<file path="src/rtl/display_pkg.sv">
// Shared widths, index and state types for the AES block display sequencer.
package display_pkg;

  localparam int unsigned WORD_W    = 16;
  localparam int unsigned DATA_W    = 128;
  localparam int unsigned NUM_WORDS = DATA_W / WORD_W;
  localparam int unsigned IDX_W     = (NUM_WORDS > 1) ? $clog2(NUM_WORDS) : 1;

  // Big-endian bit order: bit 0 is the MSB of word 0.
  typedef logic [0:WORD_W-1] word_t;
  typedef logic [0:DATA_W-1] block_t;
  typedef logic [IDX_W-1:0]  word_idx_t;

  typedef enum logic [1:0] {
    IDLE = 2'd0,
    SHOW = 2'd1,
    HOLD = 2'd2
  } seq_state_t;

  localparam word_idx_t LAST_IDX = word_idx_t'(NUM_WORDS - 1);

endpackage

</file>
<file path="src/rtl/display_sequencer_dwell_timer.sv">
// Auto-advance dwell timer. Reloads while clear is high and counts down on
// each enabled cycle; expire fires on the DWELL_CYCLES-th enabled cycle
// after the last clear.
module dwell_timer #(
  parameter int unsigned DWELL_CYCLES = 50_000_000
) (
  input  logic clk,
  input  logic rst,
  input  logic clear,
  input  logic enable,
  output logic expire
);

  localparam int unsigned    CNT_W = (DWELL_CYCLES > 1) ? $clog2(DWELL_CYCLES) : 1;
  localparam logic [CNT_W-1:0] LOAD = CNT_W'(DWELL_CYCLES - 1);

  logic [CNT_W-1:0] cnt_q;

  // Down-counter: reload on clear, decrement while enabled, hold at terminal count.
  always_ff @(posedge clk) begin
    if (rst) begin
      cnt_q <= '0;
    end else if (clear) begin
      cnt_q <= LOAD;
    end else if (enable && (cnt_q != '0)) begin
      cnt_q <= cnt_q - 1'b1;
    end
  end

  assign expire = enable & ~clear & (cnt_q == '0);

endmodule

</file>
<file path="src/rtl/display_sequencer.sv">
// Steps a captured 128-bit AES block onto the 16-bit display path one word
// at a time. Optional auto-cycle is built with DISPLAY_AUTOCYCLE_EN defined;
// otherwise words advance only on i_next and DWELL_CYCLES is ignored.
// Word/block widths come from display_pkg.
//
//   state | meaning
//   ------+------------------------------------------------------------
//   IDLE  | no block held; waiting for a block offer
//   SHOW  | one cycle: refresh pulse, current word driven to the latch
//   HOLD  | word held on the latch; waiting for advance or a new block
module display_sequencer
  import display_pkg::*;
#(
  parameter int unsigned DWELL_CYCLES = 50_000_000
) (
  input  logic      clk,
  input  logic      rst,
  input  block_t    i_block,
  input  logic      i_block_valid,
  output logic      o_block_ready,
  input  logic      i_next,
  output word_t     o_data,
  output logic      o_refresh_display,
  output word_idx_t o_word_idx,
  output logic      o_busy
);

  seq_state_t state_q, state_d;
  block_t     buf_q;
  word_idx_t  idx_q, idx_d;
  logic       load;
  logic       accept;
  logic       advance;
  logic       dwell_expire;
  word_t      cur_word;

  assign o_block_ready = ~rst & (state_q != SHOW);
  assign accept        = i_block_valid & o_block_ready;

`ifdef DISPLAY_AUTOCYCLE_EN
  dwell_timer #(
    .DWELL_CYCLES (DWELL_CYCLES)
  ) u_dwell_timer (
    .clk    (clk),
    .rst    (rst),
    .clear  (state_q != HOLD),
    .enable (state_q == HOLD),
    .expire (dwell_expire)
  );
`else
  logic unused_dwell;
  assign unused_dwell = ^DWELL_CYCLES;
  assign dwell_expire = 1'b0;
`endif

  assign advance = (state_q == HOLD) & (i_next | dwell_expire);

  // State, index and captured block registers.
  always_ff @(posedge clk) begin
    if (rst) begin
      state_q <= IDLE;
      idx_q   <= '0;
      buf_q   <= '0;
    end else begin
      state_q <= state_d;
      idx_q   <= idx_d;
      if (load) buf_q <= i_block;
    end
  end

  // Next state: a new block beats an advance in HOLD; SHOW always lasts one cycle.
  always_comb begin
    state_d = state_q;
    idx_d   = idx_q;
    load    = 1'b0;
    case (state_q)
      IDLE: begin
        if (accept) begin
          load    = 1'b1;
          idx_d   = '0;
          state_d = SHOW;
        end
      end
      SHOW: begin
        state_d = HOLD;
      end
      HOLD: begin
        if (accept) begin
          load    = 1'b1;
          idx_d   = '0;
          state_d = SHOW;
        end else if (advance) begin
          idx_d   = (idx_q == LAST_IDX) ? '0 : idx_q + 1'b1;
          state_d = SHOW;
        end
      end
      default: begin
        state_d = IDLE;
        idx_d   = '0;
      end
    endcase
  end

  // Word select from the buffer; outputs forced to zero while in reset.
  always_comb begin
    cur_word          = buf_q[int'(idx_q) * WORD_W +: WORD_W];
    o_data            = rst ? '0 : cur_word;
    o_word_idx        = rst ? '0 : idx_q;
    o_refresh_display = ~rst & (state_q == SHOW);
    o_busy            = ~rst & (state_q != IDLE);
  end

endmodule

</file>
<file path="config.mk">
export PLATFORM = sky130hd
export DESIGN_NAME = display_sequencer
export DESIGN_NICKNAME = d
export VERILOG_FILES = /design/src/rtl/display_pkg.sv /design/src/rtl/display_sequencer_dwell_timer.sv /design/src/rtl/display_sequencer.sv
export SDC_FILE = /design/constraint.sdc
export NUM_CORES = 1
export LEC_CHECK = 0
export BUFFER_PORTS_ARGS = -buffer_cell sky130_fd_sc_hd__clkbuf_2
export CAP_MARGIN = 20
export CORE_MARGIN = 3
export CORE_UTILIZATION = 48
export DETAILED_ROUTE_END_ITERATION = 10
export PLACE_DENSITY = 0.79
export SETUP_SLACK_MARGIN = 0.1
export SYNTH_ARGS = -nofsm -noshare
export SYNTH_HDL_FRONTEND = slang
export SYNTH_HIERARCHICAL = 1
export SYNTH_SLANG_ARGS = --single-unit
</file>
<file path="constraint.sdc">
create_clock -name clk -period 1.6 [get_ports clk]
set_clock_uncertainty 0.15 [all_clocks]
set_input_delay 0.08 -clock clk [delete_from_list [all_inputs] [get_ports clk]]
set_output_delay 0.08 -clock clk [all_outputs]
set_load 0.02 [all_outputs]
</file>
==> impl_results.md, run 1 <==
* Fin crit share at 137%
* Reg-to-reg startpoint: idx_q[1]
* IO buf count at approximately 150
* Fin crit period at 2.20 ns
* RSZ-0062 raised after global routing: yes
* Final Wtd Congestion at 0.811
* Met3 wire len at 1400 µm
* Crit Path Max Fanout at 7
* Max-cap viol count at 0
* Register-to-Register Path Depth at 8
* Final Max Tran Viols at 0
* Outcome: finished, violations left
* Area fraction of the dominant cell type after synthesis at a little over two fifths
* Layout cells sized above 1 at 29.1%
* Yosys top cell by area: dfxtp_1
* Routed len/inst at 19.9 µm
* Skew-Pair Late Insertion Delay at 0.42 ns
* Worst Tran Pin Value at ~0.47 ns
* All-Layer GR Usage at between 20% and 30%
* CTS max path bufs at 2
* Final worst slack at -0.597 ns
* Post-synth EDFFs at 0
* Worst Path Arrival at 1.97 ns
* Commonest cells after routing, fill and taps aside: 137 x clkbuf_2, 131 x dlygate4sd3_1, 128 x nand2b_1, 128 x dfxtp_1, 127 x nand2_1
* Drt pass-1 iters at 6
* Filler cell count at roughly 700
* Number of global-route vias before repair at 6178
* Vias per cell at roughly 5.5
* Commonest non-fill, non-tap cell in the layout: clkbuf_2
* Multi-input gate area at 0.00313 mm²
* Rel. slew slack at 68.5%
* CTS buffer count at 17
* Gr ovfl total at 0
* Initial antenna violation count at 2
* Critical Path RT at 1.37 ns
* Maximum vdd drop at roughly 700 µV
* IO Pins at 154
* Netlist cell types at 25
* Sequential share of the synthesized area at between 40% and 50%
* Die height at 119 µm
* Die W at 119 µm
* Area Growth Syn to Fin at 55.6%
* HPWL after DPL at between 10000 and 15000 µm
* Post-DP Area at 0.00699 mm²
* Final Net Count at 1090
* DRC viols at 0
* Hold Fails Final Rpt at 0
* Reg area at 0.00268 mm²
* Antenna Nets Post-Route at 0
* Hold Crit Start: rst
* Asr flop ratio synth at 0%
* 1st-iter DRT viols at 621
* Clk sinks at between 100 and 150
* Net Count, Synth at roughly 800
* Met1 wire length at 8060 µm
* Core Area at 0.0123 mm²
* Hold worst-path end: idx_q[2]
* Row cnt at 40
* Critical R2R Capture: idx_q[0]
* Clock-pin slew on the worst setup and hold paths at 0.06 ns
* Setup CP Type: flop to primary output
* Total number of vias at between 6000 and 7000
* Post-Route WL at around 23000 µm
* Hold path depth at 4
* CP Launch Type: flop
* Post-Syn Area per Cell at 9.19 µm²
* Main flop type after synthesis: dfxtp_1
* Mapped Area at between 0.006 and 0.007 mm²
* # H-tree levels at 4
* Failing checks: negative setup slack
* CTS tree: built
* Global-route wire length before repair at around 30000 µm
* Top sig layer: met4
* Flops & latches, synth at between 100 and 150
* Root Buffer: clkbuf_16
* Top cells by area, synth: dfxtp_1 43%, nand2b_1 13%, mux4_2 9.9%
* WL met2 at roughly 12000 µm
* CP Capture Type: primary output
* Power Dens Cells at roughly 1000 mW/mm²
* Final instance area at 0.00953 mm²
* Mapped Cells at 667
* Setup-failing EPs final at 20
* Warnings from Yosys at 6
* Fmax at roughly 0.46 GHz
* R2r setup slk at -0.21 ns
* Total Die Area at ~0.014 mm²
* Initial Util at 50.0%
* Pleak at 0.00380 µW
* HP Class: input port to flop
* Largest net degree at the start of global routing at 129
* Hold slack at 0.0889 ns
[final cells by class]
cell class,count,share of cell area [%]
Tap cell,168,2.21
Sequential cell,133,28.1
Antenna cell,2,0.0525
Clock buffer,19,4.65
Inverter,1,0.0394
Clock inverter,13,2.40
Multi-Input combinational cell,478,32.9
Timing Repair Buffer,325,29.7
[cell families after synthesis]
kind of cell / after synthesis / synth area share [%]
mux: 48 / 14.7
buf+inv: 56 / 6.31
flops: 133 / 43.5
simple gates: 290 / 23.6
compound gates: 138 / 11.5
fa+ha+maj: 2 / 0.408
[state kept, by name, indices dropped and copies added (netlist names)]
| register | cells |
|---|---|
| state_q | 2 |
| idx_q | 3 |
| buf_q | 128 |
[per-layer routing]
| layer | vias up | global-route usage [%] |
|---|---|---|
| li1 | 2833 | - |
| met1 | 2904 | 27.1 |
| met2 | 397 | 48.4 |
| met3 | 135 | 4.37 |
| met4 | 0 | 20.0 |
| met5 | - | 0 |
[worst max-delay path by stage]
stage                   from  cells after the start         end  slack, ns
floorplan           idx_q[0]                      5  o_data[13]       0.02
finish              idx_q[0]                      5   o_data[8]      -0.60
global placement    idx_q[0]                      5   o_data[7]      -0.16
CTS                 idx_q[0]                      5   o_data[8]      -0.59
global route        idx_q[0]                      5   o_data[7]      -0.64
detailed placement  idx_q[0]                      5   o_data[7]      -0.17
[through the flow]
stage                     TNS [ns]  total power, µW  worst slack, ns  std cells  util (%)
after detailed placement     -1.60             4580           -0.167        955      57.0
after floorplan                  0             4240           0.0203        667         -
after global placement       -1.56             4560           -0.159        955      57.0
final                        -8.92             9490           -0.597       1139      77.7
after CTS                    -8.78             9230           -0.586       1121      74.1
after global routing        -10.36             9720           -0.639       1139      77.7
[where the power goes]
part,switching [µW],leakage [µW],total [µW],internal [µW]
sequential,156,0.00110,3710,3560
combinational,584,0.00239,1310,729
clock,1510,0.000315,4460,2960
total,2250,0.00380,9490,7240
[what timing repair did]
| item | 4_1_cts | 5_1_grt |
|---|---|---|
| cloned | 1 | 11 |
| setup endpoints to repair | 29 | 152 |
| hold endpoints to repair | 132 | 0 |
| buffers inserted | 2 | 6 |
| pin swaps | 4 | 4 |
| resized for setup | 24 | 54 |
| hold buffers | 131 | 0 |
[synth_stat cells, types with 2 or more instances]
cell type  count
nand3_1        3
dfxtp_1      133
nand2b_1     129
nor2b_1        5
mux4_1         5
nor2_1        21
a21oi_1        5
o2111ai_1      3
buf_2         11
nand2_1      129
buf_6         10
mux2i_1       16
clkbuf_8       5
ha_1           2
clkbuf_1      25
buf_8          3
mux4_2        27
o21ai_1       17
o21ai_0      112
[critical path: stages, from the launching register on]
cell and delay (ns):
dfxtp_4 0.41, buf_12 0.15, mux4_2 0.52, mux2i_2 0.22, nor2_2 0.09, buf_6 0.16
No activity file was read; power rests on OpenSTA's default activity.
==> run 2, diff against run 1 <==
--- a/config.mk
+++ b/config.mk
@@ -7,8 +7,8 @@
 export LEC_CHECK = 0
-export BUFFER_PORTS_ARGS = -buffer_cell sky130_fd_sc_hd__clkbuf_2
 export CAP_MARGIN = 20
 export CORE_MARGIN = 3
-export CORE_UTILIZATION = 48
+export CORE_UTILIZATION = 57
 export DETAILED_ROUTE_END_ITERATION = 10
-export PLACE_DENSITY = 0.79
+export DONT_BUFFER_PORTS = 1
+export PLACE_DENSITY = 0.78
 export SETUP_SLACK_MARGIN = 0.1
--- a/constraint.sdc
+++ b/constraint.sdc
@@ -4,2 +4,2 @@
 set_output_delay 0.08 -clock clk [all_outputs]
-set_load 0.02 [all_outputs]
+set_load 0.1 [all_outputs]
==> impl_results.md, run 2 <==
* Warnings from Yosys at 6
* HPWL after DPL at slightly below 10000 µm
* Synth Area in Adders at 0.408%
* Mapped Cells at 667
* Exit stage: 4_1_cts
* Post-Syn Area per Cell at just over 9 µm²
* Final Wtd Congestion at approximately 0.81
* Net Count, Synth at 801
* Post-synth EDFFs at 0
* Hold-fix buffers, CTS at 166
* Clk sinks at about 130
* Post-Place Setup Slack at -0.281 ns
* Row cnt at 37
* Top cells by area, synth: dfxtp_1 43%, nand2b_1 13%, mux4_2 9.9%
* Top-count cell post-synth: dfxtp_1
* Outcome: aborted with a tool error
* Initial Util at 59.1%
* Synth Area in Compound Gates at 11.5%
* Sequential share of the synthesized area at 43.5%
* Error msg: [ERROR RSZ-0060] Max buffer count reached.
* Post-synthesis mux area share at 14.7%
* Main flop type after synthesis: dfxtp_1
* Commonest cells in the netlist: 133 x dfxtp_1, 129 x nand2_1, 129 x nand2b_1
* Post-CTS Setup Inserts at 11
* Netlist cell types at 25
* Synth Area in Simple Gates at approximately a quarter
* # H-tree levels at 4
* Asr flop ratio synth at 0%
* Die height at 110 µm
* # resized after CTS at 93
* Yosys top cell by area: dfxtp_1
* Root Buffer: clkbuf_8
* IO buf count at 0
* Mapped Area at 0.00613 mm²
* Die W at 110 µm
* Area fraction of the dominant cell type after synthesis at 43.5%
* Post-Synth XOR/XNOR Area at 0%
* CTS buffer count at 17
* IO Pins at 154
* Main combinational cell family by area after synthesis: simple AND/OR/NAND/NOR gates
* Flops & latches, synth at around 130
* CTS max path bufs at 2
## run 2: cell counts after synthesis
No cell type changed its count.
## run 2: metrics by stage
step	instances	instance area (µm²)	setup TNS, ns
2_1_floorplan	667	6310	-2.14
3_3_place_gp	779	6590	-2.56
3_5_place_dp	779	6590	-2.92
## run 2: kinds of logic after synthesis
group                    after synthesis
AO/OA/AOI/OAI                        138
multiplexers                          48
AND/OR/NAND/NOR                      290
adder cells (fa/ha/maj)                2
buffers and inverters                 56
flip-flops                           133
==> run 3, diff against run 2 <==
- CORE_UTILIZATION: 57 -> 40
- PLACE_DENSITY: 0.78 -> default
- PLACE_DENSITY_LB_ADDON: default -> 0.15
- SETUP_SLACK_MARGIN: 0.1 -> default
- clock period: 1.6 -> 2.1 ns (I/O delays scaled with it)
==> impl_results.md, run 3 (synthesized netlist as in run 1, its figures left out) <==
* Outcome: finished, violations left
* Failing checks: negative hold slack, negative setup slack
* Hold slack at -0.00997 ns
* Root Buffer: clkbuf_16
* Setup CP Type: flop to primary output
* Power Dens Cells at 801 mW/mm²
* Post-Route WL at 17100 µm
* HP Class: input port to flop
* Area Growth Syn to Fin at 40.7%
* Post-DP Area at 0.00651 mm²
* Die W at ~130 µm
* Cell count after placement at 826
* Total Die Area at 0.0168 mm²
* CTS tree: built
* Final Wtd Congestion at 0.818
* Rel. slew slack at 66.9%
* CTS max path bufs at 2
* HPWL after DPL at 10100 µm
* Maximum vdd drop at 626 µV
* IO buf count at 0
* Routed len/inst at 17.1 µm
* CP Launch Type: flop
* Final Net Count at 935
* Number of global-route vias before repair at 5156
* Finished Core Util at 58.4%
* Combinational fraction of design power at ~13%
* Switching Fraction at 24.6%
* Global-route wire length before repair at 26100 µm
* Antenna Nets Post-Route at 0
* Initial Util at 41.5%
* Skew-Pair Late Insertion Delay at 0.41 ns
* Commonest cells after routing, fill and taps aside: 134 x dlygate4sd3_1, 131 x dfxtp_1, 129 x nand2b_1, 129 x nand2_1, 112 x o21ai_0
* Crit Path Max Fanout at 5
* Final instance area at 0.00862 mm²
* Layout cells sized above 1 at between 15 and 20%
* Total number of vias at 5000
* Hold Fails Final Rpt at 1
* Row cnt at 44
* Worst Tran Pin Value at slightly below 0.5 ns
* Fin crit share at 106%
* Register-to-Register Path Depth at 7
* Commonest non-fill, non-tap cell in the layout: dlygate4sd3_1
* Setup-failing EPs final at 16
* Clk sinks at around 130
* Final Max Tran Viols at 0
* Critical Path RT at around 1.9 ns
* Share of power burned in registers at between 40% and 50%
* Multi-input gate area at 0.00313 mm²
* 1st-iter DRT viols at 313
* All-Layer GR Usage at between 20% and 30%
* Final Power at about 7000 µW
* Post-CTS Setup Inserts at 0
* IO Pins at between 150 and 200
* Max-cap viol count at 0
* Vias per cell at 5.01
* Hold path depth at 3
* Gr ovfl total at 0
* Filler cell count at 1267
* Crit-path cells: clkbuf_16 -> mux4_2 -> mux2i_1 -> nor2_2 -> buf_12
* Reg with most FFs: buf_q
* Initial antenna violation count at 0
* CP Capture Type: primary output
* Die height at around 130 µm
* Fin crit period at approximately 2.2 ns
* Clock-pin slew on the worst setup and hold paths at 0.06 ns
* Core Area at 0.0148 mm²
* Biggest regs: buf_q: 128 flops, idx_q: 3 flops, state_q: 2 flops
* Reg area at between 0.002 and 0.003 mm²
* Fmax at about 0.45 GHz
* Drt pass-1 iters at 4
* Final worst slack at -0.127 ns
* Max reg flops at between 100 and 150
* # H-tree levels at 4
* CTS buffer count at 17
* Crit path largest cell delay at ~0.5 ns
* DRC viols at 0
* Worst path slowest cell: mux4_2
* Net switching power of the design at 1700 µW
* Pleak at 0.00309 µW
* RSZ-0062 raised after global routing: yes
* Cell-internal power at 5210 µW
* Worst Path Arrival at 1.97 ns
* Largest net degree at the start of global routing at about 140
* Finished Layout Cells at 999
* Clock group share of total power at a little under half
-- run 3: cell type report --
class                      count  share of cell area (%)
multi-input combinational    478                    36.3
sequential                   133                    30.9
timing repair buffer         170                    22.6
clock buffer                  19                    5.25
tap                          184                    2.67
clock inverter                13                    2.22
inverter                       1                  0.0435
antenna                        1                  0.0290
-- run 3: worst paths after layout --
kind	from	to	slack (ns)
hold reg to reg	buf_q[59]	buf_q[59]	0.31
setup / recovery	idx_q[0]	o_data[7]	-0.13
setup reg to reg	idx_q[0]	idx_q[0]	0.06
hold / removal	rst	buf_q[55]	-0.01
-- run 3: layer usage --
layer / vias up / routed length, µm / global-route usage (%)
met5: - / 0 / 0
met4: 0 / 141 / 5.68
met3: 10 / 917 / 6.39
met2: 138 / 8870 / 36.2
met1: 2339 / 7200 / 23.1
li1: 2513 / - / -
-- run 3: per-stage QoR --
step                setup slack (ns)  hold slack (ns)  setup TNS [ns]
floorplan                    -0.0350           0.0636         -0.0881
global placement               0.288           0.0369               0
detailed placement             0.257           0.0457               0
CTS                           -0.177          0.00842           -1.99
global route                  -0.197           0.0395           -2.88
finish                        -0.127         -0.00997           -1.50
-- run 3: timing repair --
| action | in CTS | in global routing |
|---|---|---|
| gates resized for setup | 10 | 7 |
| pin swaps | 0 | 1 |
| endpoints found under the setup margin | 16 | 18 |
| hold buffers | 136 | 0 |
| cloned | 1 | 3 |
| hold endpoints to repair | 133 | 0 |
-- run 3: power groups by stage --
stage | clock [µW] | sequential [µW] | combinational [µW]
global placement | 0 | 2880 | 593
CTS | 3280 | 2820 | 844
finish | 3230 | 2820 | 861
detailed placement | 0 | 2870 | 605
global route | 3380 | 2840 | 943
floorplan | 0 | 2830 | 515
-- run 3: worst max-delay path, delay by kind of cell (launching register included) --
family                 cells  cell delay (ns)
muxes                      2             0.71
DFF                        1             0.42
and+or+nand+nor            1             0.08
buffers and inverters      2             0.35
